### config.mk
export PLATFORM = sky130hd
export DESIGN_NAME = dmem_arbiter
export DESIGN_NICKNAME = d
export VERILOG_FILES = /design/src/rtl/dmem_arbiter.sv
export SDC_FILE = /design/constraint.sdc
export NUM_CORES = 1
export LEC_CHECK = 0
export CAP_MARGIN = 20
export CORE_MARGIN = 10
export CORE_UTILIZATION = 29
export CTS_CLUSTER_DIAMETER = 80
export DETAILED_ROUTE_END_ITERATION = 8
export GPL_ROUTABILITY_DRIVEN = 1
export PLACE_DENSITY = 0.79
export SLEW_MARGIN = 20
export SYNTH_ARGS = -nofsm -noshare
export SYNTH_HDL_FRONTEND = slang
export SYNTH_SLANG_ARGS = --single-unit
### constraint.sdc
create_clock -name clk -period 1.4 [get_ports clk]
set_input_delay 0.21 -clock clk [delete_from_list [all_inputs] [get_ports clk]]
set_output_delay 0.21 -clock clk [all_outputs]
set_load 0.02 [all_outputs]
### src/rtl/dmem_arbiter.sv
// Two-port round-robin arbiter in front of a synchronous-read data memory.
// Port 0 is the CPU load/store path, port 1 the loader/debug path.
module dmem_arbiter #(
  parameter int AW = 32,
  parameter int DW = 32
) (
  input  logic          clk,
  input  logic          reset,
  input  logic          req0,
  input  logic          req1,
  input  logic          we0,
  input  logic          we1,
  input  logic [AW-1:0] addr0,
  input  logic [AW-1:0] addr1,
  input  logic [DW-1:0] wdata0,
  input  logic [DW-1:0] wdata1,
  output logic          gnt0,
  output logic          gnt1,
  output logic          rvalid0,
  output logic          rvalid1,
  output logic [DW-1:0] rdata0,
  output logic [DW-1:0] rdata1,
  output logic          mem_we,
  output logic [AW-1:0] mem_addr,
  output logic [DW-1:0] mem_wdata,
  input  logic [DW-1:0] mem_rdata
);

  typedef enum logic [1:0] {
    IDLE  = 2'd0,
    GRANT = 2'd1,
    RESP  = 2'd2
  } state_t;

  state_t        state_q;
  logic          rr_q;
  logic          sel_q;
  logic          rd_q;
  logic          gnt0_q;
  logic          gnt1_q;
  logic          rv0_q;
  logic          rv1_q;
  logic          mwe_q;
  logic [AW-1:0] maddr_q;
  logic [DW-1:0] mwdata_q;

  logic          any_req;
  logic          pick_d;
  logic          pwe_d;
  logic [AW-1:0] paddr_d;
  logic [DW-1:0] pwdata_d;

  // A lone requester wins outright; on contention rr breaks the tie.
  always_comb begin
    any_req = req0 | req1;
    pick_d  = rr_q;
    if (req0 && !req1) begin
      pick_d = 1'b0;
    end else if (req1 && !req0) begin
      pick_d = 1'b1;
    end
    pwe_d    = pick_d ? we1    : we0;
    paddr_d  = pick_d ? addr1  : addr0;
    pwdata_d = pick_d ? wdata1 : wdata0;
  end

  always_ff @(posedge clk) begin
    if (!reset) begin
      state_q  <= IDLE;
      rr_q     <= 1'b0;
      sel_q    <= 1'b0;
      rd_q     <= 1'b0;
      gnt0_q   <= 1'b0;
      gnt1_q   <= 1'b0;
      rv0_q    <= 1'b0;
      rv1_q    <= 1'b0;
      mwe_q    <= 1'b0;
      maddr_q  <= '0;
      mwdata_q <= '0;
    end else begin
      gnt0_q   <= 1'b0;
      gnt1_q   <= 1'b0;
      rv0_q    <= 1'b0;
      rv1_q    <= 1'b0;
      mwe_q    <= 1'b0;
      maddr_q  <= '0;
      mwdata_q <= '0;
      case (state_q)
        GRANT: begin
          // Memory samples the address at this edge; data returns in RESP.
          state_q <= RESP;
          rv0_q   <= rd_q & ~sel_q;
          rv1_q   <= rd_q & sel_q;
        end
        IDLE, RESP: begin
          if (any_req) begin
            state_q  <= GRANT;
            sel_q    <= pick_d;
            rr_q     <= ~pick_d;
            rd_q     <= ~pwe_d;
            gnt0_q   <= ~pick_d;
            gnt1_q   <= pick_d;
            mwe_q    <= pwe_d;
            maddr_q  <= paddr_d;
            mwdata_q <= pwdata_d;
          end else begin
            state_q <= IDLE;
          end
        end
        default: state_q <= IDLE;
      endcase
    end
  end

  assign gnt0      = gnt0_q;
  assign gnt1      = gnt1_q;
  assign rvalid0   = rv0_q;
  assign rvalid1   = rv1_q;
  assign rdata0    = rv0_q ? mem_rdata : '0;
  assign rdata1    = rv1_q ? mem_rdata : '0;
  assign mem_we    = mwe_q;
  assign mem_addr  = maddr_q;
  assign mem_wdata = mwdata_q;

endmodule
==> flow_summary.json <==
{
  "startpoint": "rvalid0",
  "ir_worst_vdd_uv": 555,
  "yosysWarningCount": 0,
  "overflow": 0,
  "power.total_uw": 5160,
  "hp-start": "sel_q",
  "start_util_pct": 30.1,
  "ctsLongestPathBuffers": 2,
  "leakage_uw": 0.00285,
  "max_freq_mhz": 728,
  "powerDensity_mw_per_mm2": 844,
  "ff2ff_setup_slack_ns": 0.18,
  "ctsHoldBuffers": 0,
  "setup_viol": 0,
  "crit_slowest_cell": "dfxtp_4",
  "ys_types": 25,
  "skew_ns": 0.00884,
  "placed_area_mm2": 0.00591,
  "grt_pass1_wl_mm": 20.4,
  "critPathMaxFanout": 16,
  "final_area_mm2": 0.00611,
  "r2r-end": "mem_addr[7]",
  "drive_gt1_share_pct": 20.8,
  "die_y_um": 119,
  "r2r_cells": 4,
  "syn_area_mm2": 0.00282,
  "drt-pass1-iter-count": 4,
  "slew_headroom_pct": 79.2,
  "layout_commonest_cell": "clkdlybuf4s50_1",
  "rows": 35,
  "cts_tree": "done",
  "drcViolationCount": 0,
  "cap_violations": 0,
  "r2r_start": "rr_q",
  "ys_dominant_reg_cell": "dfxtp_1",
  "post_cts_buffers": 0,
  "ys_seq_area_share_pct": 52.6,
  "vias": 3082,
  "wire_per_inst_um": 20.6,
  "final_cell_mix": "clkdlybuf4s50_1 (165), dfxtp_1 (72), dlygate4sd2_1 (67), a22o_1 (64), and2_1 (56)",
  "grt_max_degree": 34,
  "worstMarginPinSlew_ns": 0.314,
  "clkTransAtPathRegs_ns": 0.08,
  "clock_latency_ns": 0.33,
  "coreArea_mm2": 0.00937,
  "drt_iter0_drc": 204,
  "fin_crit_ns": 1.37,
  "fin_crit_sh_pct": 98.1,
  "synth_seq_cells": 74,
  "grt_antenna_before_repair": 0,
  "synth-edff-count": 0,
  "worstPathArrival_ns": 1.16,
  "final_max_slew_viol_count": 0,
  "numCtsBuffers": 9,
  "status": "completed",
  "fillCellCount": 808,
  "hp-class": "flip-flop to flip-flop",
  "htree_levels": 3,
  "synthCells": 244,
  "cts_root_buffer": "clkbuf_8",
  "grt_usage_pct": 18.5,
  "cp_cell_sequence": "buf_16, and2_1, buf_6",
  "clock-sinks": 74,
  "dp_hpwl_mm": 11.6,
  "ant_nets": 0,
  "grt_pass1_vias": 3187,
  "async_flop_share_pct": 0,
  "slowest_delay_ns": 0.38,
  "rsz0062_at_grt": "yes",
  "place_congestion": 0.855,
  "whs_ns": 0.439,
  "via_per_inst": 4.52,
  "die_x_um": 119,
  "dieArea_mm2": 0.0141,
  "min_to": "rvalid0",
  "final_nets": 714,
  "syn_nets": 410,
  "wirelength_mm": 14.0,
  "hold_violations": 0,
  "synth_area_per_cell_um2": 11.6,
  "cp.required_ns": 1.19,
  "tns_ns": 0,
  "startpoint_type": "flip-flop",
  "areaGrowthSynthToFinish_pct": 117,
  "pin_count": 299,
  "cp-end-kind": "output port",
  "crit_type": "flip-flop to output port",
  "diodes": 0,
  "port_buffers": 298,
  "whs_path_depth": 1
}
==> what timing repair did <==
| item | 4_1_cts | 5_1_grt |
|---|---|---|
| endpoints found under the setup margin | 133 | 62 |
| resized for setup | 357 | 93 |
| gates cloned | 2 | 0 |
==> per-stage QoR <==
stage               cells  util [%]  setup WS [ns]
finish                682      65.2         0.0265
global route          682      65.2        -0.0273
CTS                   682      62.3        -0.0348
detailed placement    664      63.1         -0.289
global placement      664      63.1         -0.260
floorplan             244         -          0.208
==> worst max-delay path by stage <==
stage / end / slack (ns) / cells after the start
floorplan: mem_addr[12] / 0.21 / 5
global placement: rdata1[22] / -0.26 / 3
detailed placement: rdata0[1] / -0.29 / 3
CTS: rdata1[22] / -0.03 / 3
global route: rdata1[4] / -0.03 / 3
finish: rdata0[6] / 0.03 / 3
==> cells in the mapped netlist (2+ instances only) <==
cell      instances  area, um^2
and3_1            2        12.5
clkbuf_1          6        22.5
buf_12            6         120
dfxtp_1          74        1480
a22o_1           64         561
and2_1           67         419
buf_6             6        67.6
nand2_1           2        7.51
==> routing by layer <==
| metal | vias to the layer above | part of all wire (%) | wire length (um) | global-route usage (%) |
|---|---|---|---|---|
| li1 | 1470 | - | - | - |
| met1 | 1454 | 36 | 5110 | 19.3 |
| met2 | 152 | 55 | 7720 | 34.6 |
| met3 | 6 | 7.8 | 1090 | 6.52 |
| met4 | 0 | 0.85 | 119 | 4.20 |
| met5 | - | 0 | 0 | 0 |
==> state kept, by name, indices dropped and copies added, names as in the netlist <==
register   flops
state_q        2
mem_we         1
mem_addr      32
rd_q           1
sel_q          1
rvalid1        1
mem_wdata     32
rvalid0        1
gnt0           1
rr_q           1
gnt1           1
==> critical path, delay by kind of cell, from the launching register on <==
| kind | cells | cell delay (ns) |
|---|---|---|
| buffers and inverters | 2 | 0.28 |
| DFF | 1 | 0.38 |
| and+or+nand+nor | 1 | 0.17 |
==> where the power goes <==
| group | internal, uW | leakage [uW] | switching, uW |
|---|---|---|---|
| Combinational | 703 | 0.00214 | 465 |
| Clock | 861 | 0.000100 | 854 |
| Sequential | 2240 | 0.000610 | 36.0 |
| Total | 3800 | 0.00285 | 1360 |
==> layout make-up <==
class,instances,area (um^2),share of cell area [%]
Timing Repair Buffer,313,3100,50.8
Sequential cell,74,1490,24.4
Multi-Input combinational cell,149,1140,18.6
Tap cell,129,161,2.64
Clock buffer,9,124,2.03
Clock inverter,7,85.1,1.39
Inverter,1,3.75,0.0615
==> logic make-up after synthesis <==
family / Yosys count / synth area share (%)
simple gates: 79 / 17.8
flops: 74 / 52.6
compound gates: 69 / 21.2
buf+inv: 21 / 8.03
mux: 1 / 0.355
Note: power is estimated with default switching activity, not from simulation.
